<file path="src/rtl/ex_mem_pkg.sv">
// Shared EX->MEM definitions: control-bit positions, default widths and payload layout.
// No logic, no latency; the payload packs ctrl in the MSBs so clearing it is a fixed slice.
package ex_mem_pkg;

    localparam int EXMEM_DATA_W = 32;
    localparam int EXMEM_DEST_W = 4;
    localparam int EXMEM_CTRL_W = 3;

    localparam int WB_EN_BIT = 2;
    localparam int MEM_R_BIT = 1;
    localparam int MEM_W_BIT = 0;

    typedef struct packed {
        logic [EXMEM_CTRL_W-1:0] ctrl;
        logic [EXMEM_DATA_W-1:0] alu_res;
        logic [EXMEM_DATA_W-1:0] val_rm;
        logic [EXMEM_DEST_W-1:0] dest;
    } exmem_payload_t;

    localparam int PAYLOAD_W = $bits(exmem_payload_t);

endpackage

</file>
<file path="src/rtl/ex_mem_stage_reg_slot.sv">
// stage_slot: one payload + valid register with clear (priority), load and hold.
// Latency 1 cycle; no flow control of its own, the parent decides load/clear.
// Clear invalidates and zeroes only the top CLR_W (control) bits; the rest holds.
module stage_slot #(
    parameter int W     = 8,
    parameter int CLR_W = 1
) (
    input  logic         CLK,
    input  logic         RST_N,
    input  logic         load,
    input  logic         clr,
    input  logic [W-1:0] din,
    output logic         vld,
    output logic [W-1:0] dat
);

    always_ff @(posedge CLK or negedge RST_N) begin
        if (!RST_N) begin
            vld <= 1'b0;
            dat <= '0;
        end else if (clr) begin
            vld                <= 1'b0;
            dat[W-1 -: CLR_W]  <= '0;
        end else if (load) begin
            vld <= 1'b1;
            dat <= din;
        end
    end

endmodule

</file>
<file path="src/rtl/ex_mem_stage_reg.sv">
// EX->MEM pipeline register with valid/ready, freeze and flush; EX_MEM_SKID_EN adds a skid slot.
// Latency 1 cycle from accept to outputs; full throughput on simultaneous accept/retire.
// Backpressure: base ready_out = freeze_N & (~valid_out | ready_in); skid ready_out = freeze_N & ~skid_vld.
module ex_mem_stage_reg
    import ex_mem_pkg::*;
#(
    parameter int DATA_W = EXMEM_DATA_W,
    parameter int DEST_W = EXMEM_DEST_W,
    parameter int CTRL_W = EXMEM_CTRL_W
) (
    input  logic              CLK,
    input  logic              RST_N,
    input  logic              freeze_N,
    input  logic              flush,
    input  logic              valid_in,
    output logic              ready_out,
    input  logic [CTRL_W-1:0] ctrl_in,
    input  logic [DATA_W-1:0] alu_res_in,
    input  logic [DATA_W-1:0] val_rm_in,
    input  logic [DEST_W-1:0] dest_in,
    output logic              valid_out,
    input  logic              ready_in,
    output logic [CTRL_W-1:0] ctrl_out,
    output logic [DATA_W-1:0] alu_res_out,
    output logic [DATA_W-1:0] val_rm_out,
    output logic [DEST_W-1:0] dest_out,
    output logic [1:0]        occ
);

    localparam int PW = CTRL_W + 2*DATA_W + DEST_W;

    logic [PW-1:0] in_dat;
    logic [PW-1:0] head_din;
    logic [PW-1:0] head_dat;
    logic          head_vld;
    logic          head_load;
    logic          head_clr;
    logic          accept;
    logic          retire;

    assign in_dat    = {ctrl_in, alu_res_in, val_rm_in, dest_in};
    assign valid_out = head_vld;
    assign accept    = valid_in & ready_out;
    assign retire    = head_vld & ready_in & freeze_N;

`ifdef EX_MEM_SKID_EN
    logic          skid_vld;
    logic          skid_load;
    logic          skid_clr;
    logic [PW-1:0] skid_dat;

    // ready depends only on the skid flop, so ready_in never reaches ready_out
    assign ready_out = freeze_N & ~skid_vld;

    always_comb begin
        head_din  = skid_vld ? skid_dat : in_dat;
        head_load = ~flush & ((~head_vld & accept) | (retire & (skid_vld | accept)));
        head_clr  = flush | (retire & ~skid_vld & ~accept);
        skid_load = ~flush & accept & head_vld & ~retire;
        skid_clr  = flush | (retire & skid_vld);
    end

    stage_slot #(.W(PW), .CLR_W(CTRL_W)) u_skid (
        .CLK   (CLK),
        .RST_N (RST_N),
        .load  (skid_load),
        .clr   (skid_clr),
        .din   (in_dat),
        .vld   (skid_vld),
        .dat   (skid_dat)
    );

    assign occ = {1'b0, head_vld} + {1'b0, skid_vld};
`else
    assign ready_out = freeze_N & (~head_vld | ready_in);
    assign head_din  = in_dat;
    assign head_load = ~flush & accept;
    assign head_clr  = flush | (retire & ~accept);
    assign occ       = {1'b0, head_vld};
`endif

    stage_slot #(.W(PW), .CLR_W(CTRL_W)) u_head (
        .CLK   (CLK),
        .RST_N (RST_N),
        .load  (head_load),
        .clr   (head_clr),
        .din   (head_din),
        .vld   (head_vld),
        .dat   (head_dat)
    );

    assign {ctrl_out, alu_res_out, val_rm_out, dest_out} = head_dat;

endmodule
</file>
<file path="config.mk">
export PLATFORM = sky130hd
export DESIGN_NAME = ex_mem_stage_reg
export DESIGN_NICKNAME = d
export VERILOG_FILES = /design/src/rtl/ex_mem_pkg.sv /design/src/rtl/ex_mem_stage_reg_slot.sv /design/src/rtl/ex_mem_stage_reg.sv
export SDC_FILE = /design/constraint.sdc
export NUM_CORES = 1
export LEC_CHECK = 0
export CORE_ASPECT_RATIO = 1.5
export CORE_UTILIZATION = 41
export CTS_CLUSTER_DIAMETER = 80
export DETAILED_ROUTE_END_ITERATION = 7
export MAX_ROUTING_LAYER = met4
export PLACE_DENSITY = 0.84
export SETUP_SLACK_MARGIN = 0.1
export SLEW_MARGIN = 20
export SYNTH_ARGS = -nofsm -noshare
export SYNTH_HDL_FRONTEND = slang
export SYNTH_SLANG_ARGS = --single-unit
export TNS_END_PERCENT = 1
</file>
<file path="constraint.sdc">
create_clock -name CLK -period 2.5 [get_ports CLK]
set_input_delay 0.375 -clock CLK [delete_from_list [all_inputs] [get_ports CLK]]
set_output_delay 0.375 -clock CLK [all_outputs]
set_load 0.01 [all_outputs]
</file>
==> impl_metrics.ini, run 1 <==
[status]
outcome = complete, no violations

[floorplan]
core_um2 = 6490
fp-row-count = 36
die_w_um = 68.9
ios = 152
dieArea_um2 = 7060
start_util = 0.425
fp.dieH_um = 102

[pwr]
power_mw = 3.38
power_density_nw_per_um2 = 754
p_sw_mw = 0.849
power.share.clock = 0.260
leakage_nw = 1.86
seqPwrFrac = 0.446
p_comb_frac = 0.294
swShare = 0.252
internal-power_mw = 2.53
peakVddDrop_v = 0.000467

[synthesis]
ys_seq_elements = 72
synth_cell_type_count = 12
syn-cell-area_um2 = 2760
ys_warn_count = 0
netlist_instances = 162
synth_nets = 239
synth-seq-area-share = 0.654
synth.avg_cell_area_um2 = 17.0

[critical_path]
worst-path-buf-inv = 3
cp_slowest_cell = clkdlybuf4s50_1
critPathMaxStageDelay_ns = 0.57
cp-end-kind = output pin
arrival_ns = 1.69
crit_fanout = 3
cpMostUsedCell = clkdlybuf4s50_1
worst_ep_required_time_ns = 2.12
cp-start-kind = input pin
crit_family = buffers and inverters
critPathKind = in2out
crit_path_cell_trace = clkdlybuf4s50_1 > inv_1 > a21boi_0 > clkdlybuf4s50_1

[finish]
final_common_cell = clkdlybuf4s50_1
drive_gt1_frac = 0.219
n_antenna_cell = 0
mostFrequentLayoutCells = clkdlybuf4s50_1, dfrtp_1, mux2_2, mux2_1, clkbuf_8
fill_cells = 495
final_util = 0.691
syn2layout_area_growth_pct = 62.6
fin_nets = 393
fin_area_um2 = 4480
final_cells = 396

[drt]
drtIter0Drc = 114
antenna_left = 0
drc = 0
drtPass1Iterations = 3
vias = 1918
vias_per_cell = 4.84
wl_mm = 6.44
wl_per_cell_um = 16.3

[clock_network]
cts_resized = 0
ctsHoldBuffers = 0
h-tree-depth = 3
post-cts-setup-buffer-count = 0
insertion_delay_ns = 0.34
ctsRootBufferMaster = clkbuf_8
clockBufferDepth = 2
cts_buffers = 9
clock-sinks = 72
path_clk_slew_ns = 0.07
cts_tree = built

[global_route]
antenna_found_initial = 0
grt_max_degree = 73
grt_pass1_vias = 1982
track_usage = 0.194
overflow = 0
grt_pass1_wl_mm = 9.29

[timing]
hold_violations = 0
hold-worst-slack_ns = 0.0467
rsz0062_at_grt = no
tns_ns = 0
setup_slack_ns = 0.431
maxSlewViolCount = 0
final-setup-viol-count = 0
clock_skew_ns = 0.00720
period_needed_ns = 2.07
fin_crit_sh = 0.828
timing.fmax_mhz = 483

[place]
io_buffers = 150
dpl_cell_area_um2 = 4290
dp_hpwl_mm = 4.69
dpl_worst_slack_ns = 0.292
dp.cells = 381
place.gp.congestion = 0.702

[worst_hold_path]
hold_class = in2async

[job]
cap_violations = 0
flip-flops by register name (all words and copies together) (netlist names):
register / flops
u_head.dat: 71
u_head.vld: 1
per-layer routing:
metal / global-route usage / share of wire / vias to the layer above
met5: - / 0 / -
met4: 0.113 / 0.022 / 0
met3: 0.0536 / 0.091 / 11
met2: 0.332 / 0.55 / 88
met1: 0.188 / 0.34 / 945
li1: - / - / 874
final timing paths:
path	start	endpoint	slack (ns)	depth (start not counted)
min	RST_N	u_head.dat[47]$_DFFE_PN0P_	0.05	2
min in group CLK	u_head.dat[52]$_DFFE_PN0P_	u_head.dat[52]$_DFFE_PN0P_	0.49	1
max in group asynchronous	RST_N	u_head.dat[36]$_DFFE_PN0P_	2.15	2
max reg2reg	u_head.vld$_DFFE_PN0P_	u_head.dat[9]$_DFFE_PN0P_	0.80	3
max	ready_in	ready_out	0.43	4
min reg2reg	u_head.dat[52]$_DFFE_PN0P_	u_head.dat[52]$_DFFE_PN0P_	0.49	1
worst reg2reg max path, delay by kind of cell, from the launching register on:
| kind | cells | cell delay [ns] |
|---|---|---|
| mux | 1 | 0.44 |
| buf+inv | 1 | 0.36 |
| flops | 1 | 0.46 |
| compound gates | 1 | 0.32 |
power by group through the flow:
stage                     combinational, mW  sequential, mW  clock [mW]
final                                 0.992            1.51       0.879
after global routing                   1.06            1.54       0.960
after CTS                              1.01            1.51       0.910
after detailed placement               1.01            1.53           0
after global placement                0.981            1.52           0
after floorplan                       0.230            1.64           0
cells in the mapped netlist:
master | number | share of area
dfrtp_1 | 72 | 0.65
mux2_2 | 52 | 0.21
mux2_1 | 17 | 0.069
buf_6 | 7 | 0.029
a22o_1 | 3 | 0.0095
nand2_1 | 3 | 0.0041
a21oi_1 | 2 | 0.0036
buf_4 | 2 | 0.0054
a211oi_4 | 1 | 0.0073
a21boi_0 | 1 | 0.0027
conb_1 | 1 | 0.0014
inv_1 | 1 | 0.0014
layout make-up:
cell class	instances	area (µm²)	area share
Multi-Input combinational cell	80	856	0.191
Tap cell	76	95.1	0.0212
Clock buffer	11	141	0.0316
Inverter	1	3.75	0.000838
Timing Repair Buffer	152	1540	0.343
Clock inverter	4	45.0	0.0101
Sequential cell	72	1800	0.402
cells by family (layout without fill, tap and decap cells):
group / after synthesis / in the layout / synth area share
compound gates: 7 / 7 / 0.0232
mux: 69 / 69 / 0.282
buf+inv: 10 / 168 / 0.0354
simple gates: 3 / 3 / 0.00409
flops: 72 / 72 / 0.654
other cells: 1 / 1 / 0.00136
Note: power is estimated with default switching activity, not from simulation.
==> inputs of run 2 (changes only) <==
--- a/config.mk
+++ b/config.mk
@@ -6,11 +6,11 @@
 export NUM_CORES = 1
 export LEC_CHECK = 0
 export CORE_ASPECT_RATIO = 1.5
-export CORE_UTILIZATION = 41
+export CORE_UTILIZATION = 38
 export CTS_CLUSTER_DIAMETER = 80
 export DETAILED_ROUTE_END_ITERATION = 7
 export MAX_ROUTING_LAYER = met4
-export PLACE_DENSITY = 0.84
+export PLACE_DENSITY = 0.79
 export SETUP_SLACK_MARGIN = 0.1
 export SLEW_MARGIN = 20
 export SYNTH_ARGS = -nofsm -noshare
==> constraint.sdc (replaced) <==
create_clock -name CLK -period 2.15 [get_ports CLK]
set_input_delay 0.3225 -clock CLK [delete_from_list [all_inputs] [get_ports CLK]]
set_output_delay 0.3225 -clock CLK [all_outputs]
set_load 0.01 [all_outputs]
==> run 2 against run 1 <==
- power grew 12%
- count of clock-buffer cells in the layout increased by 1
- sequential cell count stayed put
- utilization down 4.6 points
- cell area about the same
- clock skew barely moved
- clock power up 0.8%
- sequential power is 16% higher
- register-to-register slack worse by 0.29 ns
- combinational power grew 17%
- critical path depth unchanged
==> impl_metrics.ini, run 2 (synthesized netlist as in run 1, its figures left out) <==
[timing]
hold_violations = 0
fin_crit_sh = 0.912
hold-worst-slack_ns = 0.00131
tns_ns = 0
rsz0062_at_grt = no
timing.fmax_mhz = 510
clock_skew_ns = 0.00676
setup_slack_ns = 0.190
maxSlewViolCount = 0
final-setup-viol-count = 0
period_needed_ns = 1.96

[finish]
n_antenna_cell = 0
largest_reg_flops = 71
top_register = u_head.dat
fill_cells = 537
syn2layout_area_growth_pct = 62.4
fin_nets = 394
top_regs = u_head.dat: 71 flops, u_head.vld: 1 flops
final_util = 0.645
regArea_um2 = 1800
drive_gt1_frac = 0.216
mostFrequentLayoutCells = clkdlybuf4s50_1, dfrtp_1, mux2_2, mux2_1, clkbuf_8
final_common_cell = clkdlybuf4s50_1
multi_input_area_um2 = 856

[status]
outcome = complete, no violations

[floorplan]
fp.dieH_um = 106
die_w_um = 71.5
dieArea_um2 = 7600
core_um2 = 6940
start_util = 0.397
fp-row-count = 37
ios = 152

[drt]
antenna_left = 0
wl_per_cell_um = 15.4
drc = 0
vias_per_cell = 4.82
vias = 1912
wl_mm = 6.12
drtIter0Drc = 63
drtPass1Iterations = 4

[clock_network]
path_clk_slew_ns = 0.07
cts_buffers = 9
h-tree-depth = 3
post-cts-setup-buffer-count = 0
ctsRootBufferMaster = clkbuf_8
insertion_delay_ns = 0.33
ctsHoldBuffers = 0
clockBufferDepth = 2
cts_resized = 0
cts_tree = built
clock-sinks = 72

[critical_path]
arrival_ns = 1.64
crit_fanout = 3
cp-end-kind = output pin
critPathKind = in2out
cp-start-kind = input pin
worst_ep_required_time_ns = 1.83

[global_route]
grt_max_degree = 73
grt_pass1_vias = 1999
track_usage = 0.175
antenna_found_initial = 0
grt_pass1_wl_mm = 9.53
overflow = 0

[pwr]
power_density_nw_per_um2 = 848
leakage_nw = 1.85
power_mw = 3.80
peakVddDrop_v = 0.000607

[job]
cap_violations = 0

[place]
dp_hpwl_mm = 4.55
io_buffers = 150
dpl_worst_slack_ns = 0.0460
place.gp.congestion = 0.731

[worst_hold_path]
hold_class = in2async
run 2: stage by stage:
stage                     cells  instance area, µm²
final                       397                4480
after global routing        397                4480
after CTS                   397                4480
after detailed placement    384                4320
after global placement      384                4320
after floorplan             162                2760
run 2: area by class of cell:
| class | count | share of cell area |
|---|---|---|
| inverter | 1 | 0.000839 |
| timing repair buffer | 153 | 0.348 |
| clock inverter | 1 | 0.00112 |
| sequential | 72 | 0.403 |
| multi-input combinational | 80 | 0.191 |
| clock buffer | 12 | 0.0347 |
| tap | 78 | 0.0218 |
run 2: per-layer routing:
metal  wire (µm)  up-vias  track usage
li1            -      870            -
met1        2300      941        0.185
met2        3230       90        0.290
met3         460       11       0.0597
met4         132        0       0.0854
met5           0        -            -
run 2: final timing paths:
kind	from	cells past startpoint	endpoint	slack, ns
max reg2reg	u_head.vld$_DFFE_PN0P_	3	u_head.dat[16]$_DFFE_PN0P_	0.51
min in group CLK	u_head.dat[45]$_DFFE_PN0P_	1	u_head.dat[45]$_DFFE_PN0P_	0.48
min	RST_N	2	u_head.dat[44]$_DFFE_PN0P_	0.001
min reg2reg	u_head.dat[45]$_DFFE_PN0P_	1	u_head.dat[45]$_DFFE_PN0P_	0.48
max in group asynchronous	RST_N	2	u_head.dat[1]$_DFFE_PN0P_	1.85
max	ready_in	4	ready_out	0.19
run 2: critical path, cell delays in order:
cell and delay, ns:
clkdlybuf4s50_1 0.50, inv_1 0.09, a21boi_0 0.16, clkdlybuf4s50_1 0.56
run 2: power breakdown:
| part | switching [mW] | total [mW] | internal (mW) |
|---|---|---|---|
| Clock | 0.425 | 0.886 | 0.461 |
| Sequential | 0.131 | 1.75 | 1.62 |
| Combinational | 0.393 | 1.16 | 0.765 |
==> edit: new RTL, flow settings as in run 2 <==
Set the package constant `EXMEM_DEST_W` to 5 (it was 4).
--- a/src/rtl/ex_mem_pkg.sv
+++ b/src/rtl/ex_mem_pkg.sv
@@ -4,5 +4,5 @@
 
     localparam int EXMEM_DATA_W = 32;
-    localparam int EXMEM_DEST_W = 4;
+    localparam int EXMEM_DEST_W = 5;
     localparam int EXMEM_CTRL_W = 3;
 
Interface: changed (resized dest_in and dest_out); port bits go from 152 to 154. The function was not compared with the original's and may differ.
==> edit against run 2 <==
Utilization grew 1.8 points. Synthesized area increased by 1.3%. Count of clock-buffer cells in the layout shrank 2. Synthesized cell count is 1.2% higher. Wire length rose by 3.1%. Global-route usage increased by 0.22 points. Sequential cell count is 1 higher. Cell count is 6.8% higher. Largest cell class unchanged. Total power up 8.3%. Critical endpoint unchanged. Setup slack worse by 0.0078 ns. Hold slack better by 0.44 ns. Final area increased by 3.4%. Maximum frequency down 0.39%.
==> edit: results (changes against run 2) <==
stage;metric;value;unit;change
outcome;outcome;finished clean;;
yosys;Synth Instances;164;;+1.2%
drt;Detailed Routing Iterations Pass 1;3;;-1
yosys;post-synthesis sequential area ratio;65.4;%;about the same
yosys;Synth top area share;65.4;%;about the same
final_layout;Fillers;515;;-4.1%
setup_path;Reg-to-Reg End;u_head.dat[40];;
drt;drt wl/cell;14.9;um;-3.5%
yosys;Synth Area in Compound Gates;2.29;%;-0.030 points
final_layout;top flop regs;u_head.dat: 72 flops, u_head.vld: 1 flops;;
clocking;hold_buf cts;1;;+1
final_layout;layout cell share with drive strength beyond 1;22.3;%;+0.69 points
setup_path;CP arrival;1.65;ns;
power;peak supply drop;0.590;mV;-2.8%
yosys;Synth top cells by count;dfrtp_1, mux2_2, mux2_1, buf_6;;
drt;DR vias;1935;;+1.2%
global_routing;Global Route met1 Usage;18.3;%;-0.16 points
placed_design;count of buffers from port buffering;152;;+1.3%
final_layout;Final nets;400;;+1.5%
placed_design;Cell Area, Placed;0.00440;mm2;+1.9%
setup_path;r2r setup slk;0.53;ns;+0.02 ns
global_routing;pin count of the biggest net entering global routing;46;;-37%
timing;final clock skew;0.00844;ns;+0.00168 ns
yosys;syn nets;242;;+1.3%
setup_path;worst flop-to-flop path startpoint;u_head.vld;;
drt;number of DRC markers in iteration 0;52;;-17%
global_routing;vias in the first global route;2058;;+3.0%
placed_design;placed instance count;407;;+6.0%
power;Leak;1.90;nW;+2.5%
drt;drt via density;4.56;;-5.2%
yosys;adder-cell share of the synthesized area;0;%;unchanged
global_routing;GRT met3 Usage;5.17;%;-0.80 points
global_routing;first-pass GRT wire length;9820;um;+3.0%
global_routing;GR Util met2;29.9;%;+0.80 points
placed_design;Final HPWL DP;4650;um;+2.2%
placed_design;Final GP Congestion;0.678;;-7.2%
yosys;post-synthesis mux area share;28.2;%;+0.037 points
clocking;worst-skew pair later-pin latency;0.35;ns;+0.02 ns
yosys;largest cells by area after synthesis;dfrtp_1, mux2_2, mux2_1;;
final_layout;Largest register FFs;72;;+1.4%
global_routing;gr usage total;17.7;%;+0.22 points
==> edit: cell count changes in the layout (fill, tap and decap cells not counted), sizes merged <==
| cell | before | now |
|---|---|---|
| bufinv | 0 | 2 |
| clkbuf | 12 | 10 |
| clkdlybuf4s50 | 149 | 151 |
| clkinvlp | 0 | 2 |
| clkinv | 1 | 2 |
| dfrtp | 72 | 73 |
| dlygate4sd3 | 0 | 1 |
| mux2 | 69 | 70 |
==> edit: how the worst max path moves through the flow <==
stage               start             end
4_1_cts          ready_in       ready_out
5_1_grt          ready_in       ready_out
3_5_place_dp     freeze_N   u_head.dat[3]
3_3_place_gp     freeze_N  u_head.dat[42]
2_1_floorplan  u_head.vld   u_head.dat[0]
6_report         ready_in       ready_out
==> edit: stage by stage <==
stage / hold slack (ns) / utilization [%] / worst slack [ns]
global placement: 0.271 / 62.9 / 0.0993
detailed placement: 0.272 / 62.9 / 0.0566
floorplan: 0.0269 / - / 0.525
CTS: 0.428 / 66.2 / 0.181
finish: 0.439 / 66.2 / 0.182
global route: 0.453 / 66.2 / 0.134
==> edit: cell families after synthesis <==
family                 count (synthesis)
other                                  1
and+or+nand+nor                        3
AOI/OAI and AO/OA                      7
muxes                                 70
DFF                                   73
buffers and inverters                 10
==> edit: where the power goes <==
group	switching, W	leakage (nW)	internal (W)
clock network	0.000507	0.103	0.000657
registers	0.000135	0.872	0.00164
logic	0.000395	0.922	0.000778
total	0.00104	1.90	0.00308
==> edit: critical path, stage by stage <==
cell and delay [ns]:
clkdlybuf4s50_1 0.50, inv_1 0.10, a21boi_0 0.17, clkdlybuf4s50_1 0.56
==> edit: per-layer routing <==
metal | wire, um | part of all wire (%) | vias to the layer above
li1 | - | - | 888
met2 | 3300 | 52 | 100
met3 | 458 | 7.3 | 17
met4 | 200 | 3.2 | 0
met1 | 2350 | 37 | 930
met5 | 0 | 0 | -
==> edit: area by class of cell <==
class	count	area [um2]	area share [%]
multi-input combinational	81	867	18.7
clock inverter	6	92.6	2.00
inverter	1	3.75	0.0811
sequential	73	1830	39.5
timing repair buffer	156	1590	34.3
tap	97	121	2.62
clock buffer	10	128	2.76
